File: src/rtl/game_datapath.sv
// Board, player and card state for Chicken Cha-Cha-Cha.
// Tiles fill from an LFSR at setup; each card flip is checked against the tile ahead.
module game_datapath #(
    parameter int         TRACK_LEN = 16,
    parameter int         NCARDS    = 12,
    parameter logic [7:0] SEED      = 8'hA5,
    localparam int        PW        = $clog2(TRACK_LEN)
) (
    input  logic              clk,
    input  logic              rst,
    input  logic [3:0]        key,
    input  logic [2:0]        M,
    input  logic              WR,
    input  logic              A,
    input  logic              B,
    input  logic [1:0]        N,
    output logic              c,
    output logic              go,
    output logic              win,
    output logic [1:0]        cur_player,
    output logic [4*PW-1:0]   pos_bus,
    output logic [1:0]        tile_ahead,
    output logic [NCARDS-1:0] flipped
);

    localparam logic [PW-1:0] LAST = PW'(TRACK_LEN - 1);
    localparam logic [3:0]    NC   = 4'(NCARDS);

    logic [7:0]             r_lfsr;
    logic [PW-1:0]          r_fill;
    logic                   r_c;
    logic                   r_go;
    logic                   r_win;
    logic [1:0]             r_cur;
    logic [3:0][PW-1:0]     r_pos;
    logic [NCARDS-1:0]      r_flip;
    logic [1:0]             r_tile [TRACK_LEN];

    logic                   w_fb;
    logic                   w_fill;
    logic [PW-1:0]          w_cur_pos;
    logic [PW-1:0]          w_ahead_idx;
    logic [1:0]             w_ahead;
    logic [3:0]             w_kidx;
    logic [NCARDS-1:0]      w_kmask;
    logic                   w_seen;
    logic                   w_match;
    logic [2:0]             w_np;
    logic [2:0]             w_next_cur;
    logic                   w_unused;

    // Prompt/display strobes have no datapath effect
    assign w_unused = ^{A, B};

    assign w_fb        = r_lfsr[7] ^ r_lfsr[5] ^ r_lfsr[4] ^ r_lfsr[3];
    assign w_fill      = !rst && (M == 3'b000) && WR && !r_c;

    assign w_cur_pos   = r_pos[r_cur];
    assign w_ahead_idx = (w_cur_pos == LAST) ? '0 : w_cur_pos + PW'(1);
    assign w_ahead     = r_tile[w_ahead_idx];

    assign w_kidx      = key - 4'd1;
    assign w_kmask     = {{(NCARDS-1){1'b0}}, 1'b1} << w_kidx;
    assign w_seen      = |(r_flip & w_kmask);
    assign w_match     = !w_seen && (w_kidx[1:0] == w_ahead);

    // N==1 is illegal and behaves as a two-player game
    assign w_np        = (N == 2'd0) ? 3'd4 :
                         (N == 2'd1) ? 3'd2 : {1'b0, N};
    assign w_next_cur  = ({1'b0, r_cur} + 3'd1) % w_np;

    // Track tiles carry no reset; setup always rewrites every entry
    always_ff @(posedge clk) begin
        if (w_fill)
            r_tile[r_fill] <= r_lfsr[1:0];
    end

    always_ff @(posedge clk) begin
        if (rst) begin
            r_lfsr <= SEED;
            r_fill <= '0;
            r_c    <= 1'b0;
            r_go   <= 1'b0;
            r_win  <= 1'b0;
            r_cur  <= 2'd0;
            r_pos  <= '0;
            r_flip <= '0;
        end else begin
            r_lfsr <= {r_lfsr[6:0], w_fb};
            if (w_fill) begin
                r_fill <= r_fill + PW'(1);
                if (r_fill == LAST)
                    r_c <= 1'b1;
            end
            case (M)
                3'b011: begin
                    if (key != 4'd0) begin
                        if (key <= NC) begin
                            r_go   <= w_match;
                            r_flip <= r_flip | w_kmask;
                        end else begin
                            r_go   <= 1'b0;
                        end
                    end
                end
                3'b100: begin
                    if (r_go) begin
                        r_pos[r_cur] <= w_ahead_idx;
                        r_win        <= (w_ahead_idx == LAST);
                    end
                end
                3'b101: begin
                    r_cur  <= w_next_cur[1:0];
                    r_flip <= '0;
                    r_go   <= 1'b0;
                end
                3'b110: begin
                    r_go <= 1'b0;
                end
                default: begin
                end
            endcase
        end
    end

    assign c          = r_c;
    assign go         = r_go;
    assign win        = r_win;
    assign cur_player = r_cur;
    assign pos_bus    = r_pos;
    assign tile_ahead = w_ahead;
    assign flipped    = r_flip;

endmodule

File: config.mk
export PLATFORM = sky130hd
export DESIGN_NAME = game_datapath
export DESIGN_NICKNAME = d
export VERILOG_FILES = /design/src/rtl/game_datapath.sv
export SDC_FILE = /design/constraint.sdc
export NUM_CORES = 1
export LEC_CHECK = 0
export BUFFER_PORTS_ARGS = -buffer_cell sky130_fd_sc_hd__buf_4
export CAP_MARGIN = 5
export CORE_ASPECT_RATIO = 1.2
export CORE_MARGIN = 1.5
export CORE_UTILIZATION = 52
export DETAILED_ROUTE_END_ITERATION = 6
export MAX_ROUTING_LAYER = met4
export PLACE_DENSITY = 0.76
export RECOVER_POWER = 25
export SYNTH_ARGS = -nofsm -noshare
export SYNTH_HDL_FRONTEND = slang
export SYNTH_SLANG_ARGS = --single-unit
export TNS_END_PERCENT = 10
File: constraint.sdc
create_clock -name clk -period 3.4 [get_ports clk]
set_input_delay 0.68 -clock clk [delete_from_list [all_inputs] [get_ports clk]]
set_output_delay 0.68 -clock clk [all_outputs]
set_load 0.02 [all_outputs]
==> impl_summary.log, run 1 <==
[metrics] Die ar.: roughly 7400 um2
[metrics] mean post-synth cell area: around 10 um2
[metrics] sum of met3 wire segment lengths after detailed routing: ~300 um
[metrics] post-layout utilization of the core: between 60% and 70%
[metrics] proportion of synthesized area in mux cells: around 6.7%
[metrics] overflow left after global routing: 0
[metrics] R2R cell count: 10
[metrics] Slew HR: 3.003%
[metrics] slowest stage cell, crit path: sky130_fd_sc_hd__mux4_2
[metrics] vias after detailed routing: 2,728
[metrics] most frequent cells after synthesis: 69 x sky130_fd_sc_hd__nor2_1, 45 x sky130_fd_sc_hd__dfxtp_1, 34 x sky130_fd_sc_hd__a21oi_1
[metrics] adder-cell share of the synthesized area: 6.272%
[metrics] sequential-to-total area share from yosys stat: ~52%
[metrics] largest net degree at the start of global routing: 36
[metrics] x dimension of the die: between 70 and 80 um
[metrics] leading post-synthesis cells by cell area: sky130_fd_sc_hd__edfxtp_1 27%, sky130_fd_sc_hd__dfxtp_1 25%, sky130_fd_sc_hd__nor2_1 7.2%
[metrics] Max-Cap Viols: 0
[metrics] largest fanout on the critical path: 6
[metrics] most frequent cell after synthesis: sky130_fd_sc_hd__nor2_1
[metrics] hold violation count in the final report: 0
[metrics] clock tree root buffer cell: sky130_fd_sc_hd__clkbuf_8
[metrics] CTS tree: done
[metrics] remaining design rule violation count: 0
[metrics] Max Slew Vio Count: 0
[metrics] count of flip-flops with a built-in enable after synthesis: 32
[metrics] number of synthesized register bits: 77
[metrics] Tcrit/Tclk final: 100.3%
[metrics] simple-gate portion of the synthesized area: around 18%
[metrics] timing-limited maximum frequency: just under 300 MHz
[metrics] maximum level of the CTS H-tree: 3
[metrics] fraction of final layout cells sized beyond drive strength 1: approximately a quarter
[metrics] layout overhead on the synthesized area: 22.51%
[metrics] clock latency at the later pin of the worst-skew pair: 0.35 ns
[metrics] Worst Hold Path EP: r_lfsr[7]$_SDFF_PP1_
[metrics] All-Layer GR Usage: 21.83%
[metrics] xor/xnor cell area share of the yosys netlist: 2.927%
[metrics] Startpoint Class: flip-flop
[metrics] top cell type's share of synthesized area: a little over a quarter
[metrics] fraction of registers with async set or reset after synthesis: 0%
[metrics] critical path cell sequence: mux4_2 -> ha_4 -> inv_4 -> xnor2_4 -> a21oi_1 -> o21ba_4 -> a311oi_4 -> nor2_2 -> buf_6
[metrics] clock tree sinks: 77
[metrics] total standard cell area after synthesis: ~3600 um2
[metrics] most common flop cell mapped by yosys: sky130_fd_sc_hd__dfxtp_1
[metrics] reg2reg end: go$_SDFFE_PP0P_
[metrics] hold wc startpoint: r_lfsr[6]$_SDFF_PP0_
[metrics] average routed wire per standard cell: 14.90 um
[metrics] number of antenna-violating nets in the routed design: 0
[metrics] final setup skew: 0.007933 ns
[metrics] Post-layout nets: 445
[metrics] Register-to-Register Setup Slack: 0.58 ns
[metrics] peak supply drop: roughly 0.38 mV
[metrics] largest family of logic cells by synthesized area: simple AND/OR/NAND/NOR gates
[metrics] Std-Cell Core Area: roughly 6800 um2
[metrics] sum of routed wire segments on met1: approximately 3.2 mm
[metrics] setup slack of the critical path after layout: -0.01102 ns
[metrics] first-pass GRT wire length: 12.08 mm
[metrics] initial detailed-routing violation count: 141
[metrics] Synth area leader: sky130_fd_sc_hd__edfxtp_1
[metrics] DR vias/cell: about 5.4
[metrics] Crit path max-delay family: compound AO/OA/AOI/OAI gates
[metrics] Total Wirelength: 7.522 mm
[metrics] die span in y: around 94 um
[metrics] vias in the first global route: ~2,600
[metrics] CTS hold repair buffers: 0
[metrics] sum of negative setup slack: -0.01102 ns
[metrics] time the worst path needs with I/O delays and setup: ~3.4 ns
[metrics] number of top-level pins: 49
[metrics] count of input and output buffers: 46
[metrics] WL met2: approximately 3.8 mm
[metrics] Std-Cell Rows: 33
[metrics] reported leakage power: 0.001689 uW
[metrics] maximum count of clock buffers along a single path: 2
[metrics] nets in the synthesized netlist: around 380
[metrics] hold slack final: between 0.4 and 0.5 ns
[metrics] max incr delay on CP: slightly above 0.6 ns
[metrics] synthesized-area fraction occupied by ao, oa, aoi and oai cells: roughly 11%
[metrics] Tightest Pin Transition: roughly 1.5 ns
[metrics] final estimated routing congestion in global placement: between 0.8 and 0.9
[metrics] CP Data Arrival Time: ~2.7 ns
[metrics] effective utilization at floorplan: between 50% and 60%
[metrics] Ys Warns: 0
[metrics] run status: finished with violations
[metrics] class of the most critical setup path: flip-flop to output port
[metrics] top layer in use: met4
[metrics] element type at the critical path end: output port
[metrics] count of buffer and inverter cells on the critical path: 2
[metrics] DPL Wire Length: around 5.3 mm
[metrics] library cells used by synthesis: about 50
[metrics] Power Dens Cells: ~390 nW/um2
[metrics] violations in the final reports: negative setup slack
[metrics] diode count: 0
[metrics] final setup violating endpoints: 1
[metrics] depth of the worst hold-timing path: 1
[metrics] Syn Inst Count: approximately 350
[metrics] total iterations of the first detailed-routing run: 4
[metrics] antenna violations before repair: 0
[metrics] CP Data Required Time: 2.72 ns
[metrics] RSZ-0062 raised after global routing: true
[metrics] CTS clk-pin slew, worst paths: 0.08 ns
[metrics] R2R Path Start: cur_player[1]$_SDFFE_PP0N_
[metrics] hold crit path type: flip-flop to flip-flop
[metrics] number of clock buffers inserted by TritonCTS: 9
state kept, by name (all words and copies together), names as in the netlist:
name,cells
r_fill,4
cur_player,2
win,1
pos_bus,16
go,1
c,1
r_tile,32
r_lfsr,8
flipped,12
power by group:
part / internal [uW] / switching, uW / total [uW] / leakage [uW]
combinational: 42.6 / 57.6 / 100 / 0.000939
clock: 283 / 331 / 614 / 0.0000967
sequential: 984 / 22.4 / 1010 / 0.000653
cell usage in the layout, fill, tap and decap left out, types with 6 or more instances in the layout:
| master | count |
|---|---|
| sky130_fd_sc_hd__a21oi_1 | 34 |
| sky130_fd_sc_hd__buf_4 | 57 |
| sky130_fd_sc_hd__clkbuf_8 | 10 |
| sky130_fd_sc_hd__dfxtp_1 | 43 |
| sky130_fd_sc_hd__edfxtp_1 | 32 |
| sky130_fd_sc_hd__ha_1 | 16 |
| sky130_fd_sc_hd__inv_1 | 13 |
| sky130_fd_sc_hd__mux2i_1 | 9 |
| sky130_fd_sc_hd__mux4_2 | 6 |
| sky130_fd_sc_hd__nand2_1 | 25 |
| sky130_fd_sc_hd__nand3_1 | 8 |
| sky130_fd_sc_hd__nor2_1 | 68 |
| sky130_fd_sc_hd__nor2b_1 | 7 |
| sky130_fd_sc_hd__nor3_1 | 8 |
| sky130_fd_sc_hd__xor2_1 | 7 |
worst reg2reg max path, stage by stage, from the launching register on:
cell,delay (ns)
sky130_fd_sc_hd__dfxtp_4,0.39
sky130_fd_sc_hd__mux4_2,0.62
sky130_fd_sc_hd__inv_2,0.15
sky130_fd_sc_hd__ha_4,0.24
sky130_fd_sc_hd__inv_4,0.08
sky130_fd_sc_hd__mux4_2,0.54
sky130_fd_sc_hd__mux2i_4,0.18
sky130_fd_sc_hd__buf_4,0.14
sky130_fd_sc_hd__nor3b_1,0.04
sky130_fd_sc_hd__a211o_1,0.27
sky130_fd_sc_hd__nor3_2,0.09
repair_timing:
action / 4_1_cts / 5_1_grt
gates resized for setup: 9 / 12
pin swaps: 3 / 7
setup buffers: 3 / 7
endpoints found under the setup margin: 2 / 2
gates cloned: 0 / 0
cell families (layout without fill, tap and decap cells):
| kind of cell | Yosys count | in the layout |
|---|---|---|
| AO/OA/AOI/OAI | 60 | 60 |
| XOR/XNOR | 12 | 12 |
| adder cells (fa/ha/maj) | 18 | 18 |
| buffers and inverters | 29 | 95 |
| flip-flops | 77 | 77 |
| multiplexers | 16 | 16 |
| AND/OR/NAND/NOR | 140 | 140 |
worst max-delay path by stage:
stage	to	start	cells after the start	slack, ns
6_report	tile_ahead[1]	cur_player[1]$_SDFFE_PP0N_	9	-0.01
3_3_place_gp	tile_ahead[1]	cur_player[1]$_SDFFE_PP0N_	9	0.17
3_5_place_dp	tile_ahead[1]	cur_player[1]$_SDFFE_PP0N_	9	0.12
4_1_cts	tile_ahead[1]	cur_player[1]$_SDFFE_PP0N_	9	-0.006
2_1_floorplan	tile_ahead[1]	cur_player[1]$_SDFFE_PP0N_	12	-0.006
5_1_grt	tile_ahead[1]	cur_player[1]$_SDFFE_PP0N_	10	-0.12
per-stage QoR:
step | worst slack, ns | total power (uW) | instance area (um2) | instances
2_1_floorplan | -0.005796 | 1088 | 3632 | 352
3_3_place_gp | 0.1708 | 1124 | 4071 | 479
3_5_place_dp | 0.1241 | 1127 | 4071 | 479
4_1_cts | -0.005784 | 1735 | 4293 | 498
5_1_grt | -0.1204 | 1794 | 4399 | 505
6_report | -0.01102 | 1720 | 4399 | 505
routing by layer:
metal  track usage (%)  vias to the layer above
met1             25.17                     1304
met2             37.21                       60
met4             11.11                        0
met5                 -                        -
met3             3.010                       14
li1                  -                     1350
layout make-up:
type                    instances  area, um2
flip-flops and latches         77       1869
fillers                       552       2372
repair buffers                 63      488.0
multi-input cells             246       1694
clock inverters                 6      36.28
well taps                      87      108.9
clock buffers                  10      137.6
inverters                      16      65.06
No activity file was read; power rests on OpenSTA's default activity.
==> run 2, diff against run 1 <==
--- a/config.mk
+++ b/config.mk
@@ -9,10 +9,11 @@
 export CAP_MARGIN = 5
 export CORE_ASPECT_RATIO = 1.2
 export CORE_MARGIN = 1.5
-export CORE_UTILIZATION = 52
+export CORE_UTILIZATION = 54
+export CTS_BUF_LIST = sky130_fd_sc_hd__clkbuf_4 sky130_fd_sc_hd__clkbuf_8
 export DETAILED_ROUTE_END_ITERATION = 6
 export MAX_ROUTING_LAYER = met4
-export PLACE_DENSITY = 0.76
+export PLACE_DENSITY = 0.79
 export RECOVER_POWER = 25
 export SYNTH_ARGS = -nofsm -noshare
 export SYNTH_HDL_FRONTEND = slang
==> constraint.sdc (replaced) <==
create_clock -name clk -period 3.4 [get_ports clk]
set_input_delay 0.68 -clock clk [delete_from_list [all_inputs] [get_ports clk]]
set_output_delay 0.68 -clock clk [all_outputs]
set_load 0.01 [all_outputs]
==> run 2 against run 1 <==
Against the previous run: sequential cell count unchanged; hold slack got worse by 0.00096 ns; the run now ends clean; critical path depth unchanged; largest power group unchanged; worst setup slack improved by 0.028 ns; cell area decreased by 1.3%; highest routed layer unchanged.
==> impl_summary.log, run 2 (synthesis results as in run 1) <==
[metrics] die span in y: 92.33 um (-1.8%)
[metrics] area of the multi-input gates: 1645 um2 (-2.9%)
[metrics] Tcrit/Tclk final: 99.50% (-0.83 points)
[metrics] Max Slew Vio Count: 0 (unchanged)
[metrics] clock tree root buffer cell: sky130_fd_sc_hd__clkbuf_8
[metrics] RSZ-0062 raised after global routing: true
[metrics] Slew HR: 8.099% (+5.1 points)
[metrics] remaining design rule violation count: 0 (unchanged)
[metrics] Filler Cell Count: 491 (-11%)
[metrics] Register Area: 1867 um2 (-0.13%)
[metrics] CP Data Arrival Time: 2.70 ns (-0.03 ns)
[metrics] reported leakage power: 0.001687 uW (about the same)
[metrics] layout overhead on the synthesized area: 20.87%
[metrics] critical path cell sequence: mux4_2 -> ha_2 -> inv_2 -> xnor2_4 -> nand2_1 -> nand3_1 -> a311oi_2 -> nor2_1 -> buf_4
[metrics] number of antenna-violating nets in the routed design: 0 (unchanged)
[metrics] Std-Cell Rows: 32 (-3.0%)
[metrics] sum of negative setup slack: 0 ns (+0.01102 ns)
[metrics] clock latency at the later pin of the worst-skew pair: 0.35 ns (about the same)
[metrics] number of clock buffers inserted by TritonCTS: 9 (unchanged)
[metrics] DPL Wire Length: 5.371 mm (+2.2%)
[metrics] Std-Cell Core Area: 6446 um2 (-4.8%)
[metrics] effective utilization at floorplan: 55.71% (+2.7 points)
[metrics] Max-Cap Viols: 0 (unchanged)
[metrics] clock tree sinks: 77 (unchanged)
[metrics] CTS tree: done
[metrics] count of input and output buffers: 46 (unchanged)
[metrics] class of the most critical setup path: flip-flop to output port
[metrics] total iterations of the first detailed-routing run: 4 (unchanged)
[metrics] Power Dens Cells: 417.5 nW/um2 (+6.8%)
[metrics] maximum count of clock buffers along a single path: 2 (unchanged)
[metrics] Largest Register: r_tile
[metrics] antenna violations before repair: 0 (unchanged)
[metrics] Startpoint Class: flip-flop
[metrics] vias in the first global route: 2,648 (+1.4%)
[metrics] All-Layer GR Usage: 23.54% (+1.7 points)
[metrics] average routed wire per standard cell: 15.38 um (+3.3%)
[metrics] CTS hold repair buffers: 0 (unchanged)
[metrics] final design instance area without fill: 4340 um2 (-1.3%)
[metrics] Tightest Pin Transition: 1.379 ns (-0.07643 ns)
[metrics] largest net degree at the start of global routing: 36 (unchanged)
[metrics] number of top-level pins: 49 (unchanged)
[metrics] final setup violating endpoints: 0 (-1)
[metrics] final estimated routing congestion in global placement: 0.9055 (+4.0%)
[metrics] met1 capacity usage during global routing: 27.46% (+2.3 points)
[metrics] GR Util met3: 5.517% (+2.5 points)
[metrics] slowest stage cell, crit path: sky130_fd_sc_hd__mux4_2
[metrics] run status: finished, final reports clean
[metrics] max reg flops: 32 (unchanged)
[metrics] time the worst path needs with I/O delays and setup: 3.383 ns (-0.02808 ns)
[metrics] max incr delay on CP: 0.59 ns (-0.03 ns)
[metrics] CTS clk-pin slew, worst paths: 0.08 ns (about the same)
[metrics] peak supply drop: 0.4284 mV (+13%)
[metrics] hold crit path type: flip-flop to flip-flop
[metrics] element type at the critical path end: output port
[metrics] overflow left after global routing: 0 (unchanged)
[metrics] Post-layout nets: 443 (-0.45%)
[metrics] fraction of final layout cells sized beyond drive strength 1: 24.28% (-1.3 points)
[metrics] vias after detailed routing: 2,774 (+1.7%)
[metrics] Total Wirelength: 7.706 mm (+2.4%)
[metrics] grt peak-use layer: met2
[metrics] timing-limited maximum frequency: 295.6 MHz (+0.83%)
[metrics] CP Data Required Time: 2.72 ns (about the same)
[metrics] first-pass GRT wire length: 12.59 mm (+4.3%)
[metrics] diode count: 0 (unchanged)
[metrics] GR met2 Demand/Resource: 38.96% (+1.7 points)
[metrics] maximum level of the CTS H-tree: 3 (unchanged)
[metrics] Die ar.: 7150 um2 (-3.6%)
[metrics] Area after DPL: 4050 um2 (-0.52%)
[metrics] hold violation count in the final report: 0 (unchanged)
[metrics] final setup skew: 0.005717 ns (-0.002217 ns)
[metrics] x dimension of the die: 77.44 um (-1.8%)
[metrics] largest fanout on the critical path: 9 (+3)
[metrics] DR vias/cell: 5.537 (+2.5%)
[metrics] leading cell type in the layout, fill and taps excluded: sky130_fd_sc_hd__nor2_1
[metrics] initial detailed-routing violation count: 128 (-9.2%)
[metrics] count of buffer and inverter cells on the critical path: 2 (unchanged)
[metrics] top library cells by usage in the layout, fill and taps aside: 69 x sky130_fd_sc_hd__nor2_1, 59 x sky130_fd_sc_hd__buf_4, 43 x sky130_fd_sc_hd__dfxtp_1
[metrics] Crit path max-delay family: multiplexers
-- run 2: changes by cell type in the layout (fill, tap and decap cells not counted), moves of 2 or more --
cell                       delta
sky130_fd_sc_hd__inv_2        +2
sky130_fd_sc_hd__clkinv_2     -2
sky130_fd_sc_hd__inv_4        -3
sky130_fd_sc_hd__buf_4        +2
sky130_fd_sc_hd__ha_4         -2
sky130_fd_sc_hd__buf_6        -4
-- run 2: where the power goes --
part | switching, uW | internal, uW | total, uW
Clock | 336 | 371 | 707
Combinational | 55.8 | 43.1 | 98.9
Sequential | 22.1 | 984 | 1010
-- run 2: timing repair --
action / in CTS / in global routing
pin swaps: 2 / 3
setup buffers: 6 / 2
setup endpoints to repair: 2 / 2
resized for setup: 7 / 4
-- run 2: layout make-up --
cell class	count	area share (%)
Clock buffer	11	3.344
Timing Repair Buffer	61	10.55
Tap cell	85	2.450
Clock inverter	5	1.355
Sequential cell	77	43.01
Multi-Input combinational cell	246	37.91
Inverter	16	1.384
-- run 2: worst reg2reg max path: cells and delay by family (launching register included) --
kind / cells / cell delay (ns)
multiplexers: 3 / 1.35
flip-flops: 1 / 0.39
AO/OA/AOI/OAI: 1 / 0.28
adder cells (fa/ha/maj): 1 / 0.24
buffers and inverters: 2 / 0.20
AND/OR/NAND/NOR: 2 / 0.17
-- run 2: per-stage QoR --
stage	setup slack, ns	util (%)	cells	hold slack (ns)	power (uW)
6_report	0.01705	67.33	501	0.4211	1812
5_1_grt	-0.09104	67.33	501	0.4643	1875
4_1_cts	-0.007273	66.96	499	0.4247	1820
3_5_place_dp	0.1058	62.83	477	0.4017	1126
3_3_place_gp	0.1529	62.83	477	0.3949	1121
2_1_floorplan	0.01706	-	352	0.3895	1086
-- run 2: path summary, 6_finish.rpt --
kind	start	end	slack [ns]	cells past startpoint
worst max-delay path	cur_player[1]$_SDFFE_PP0N_	tile_ahead[1]	0.02	9
worst min-delay path	r_lfsr[6]$_SDFF_PP0_	r_lfsr[7]$_SDFF_PP1_	0.42	1
worst max register to register	cur_player[1]$_SDFFE_PP0N_	go$_SDFFE_PP0P_	0.70	9
worst min register to register	r_lfsr[6]$_SDFF_PP0_	r_lfsr[7]$_SDFF_PP1_	0.42	1
-- run 2: routing by layer --
metal | vias to the layer above | wire length, um
met3 | 20 | 406
met5 | - | 0
met2 | 84 | 3879
li1 | 1345 | -
met4 | 0 | 182
met1 | 1325 | 3239
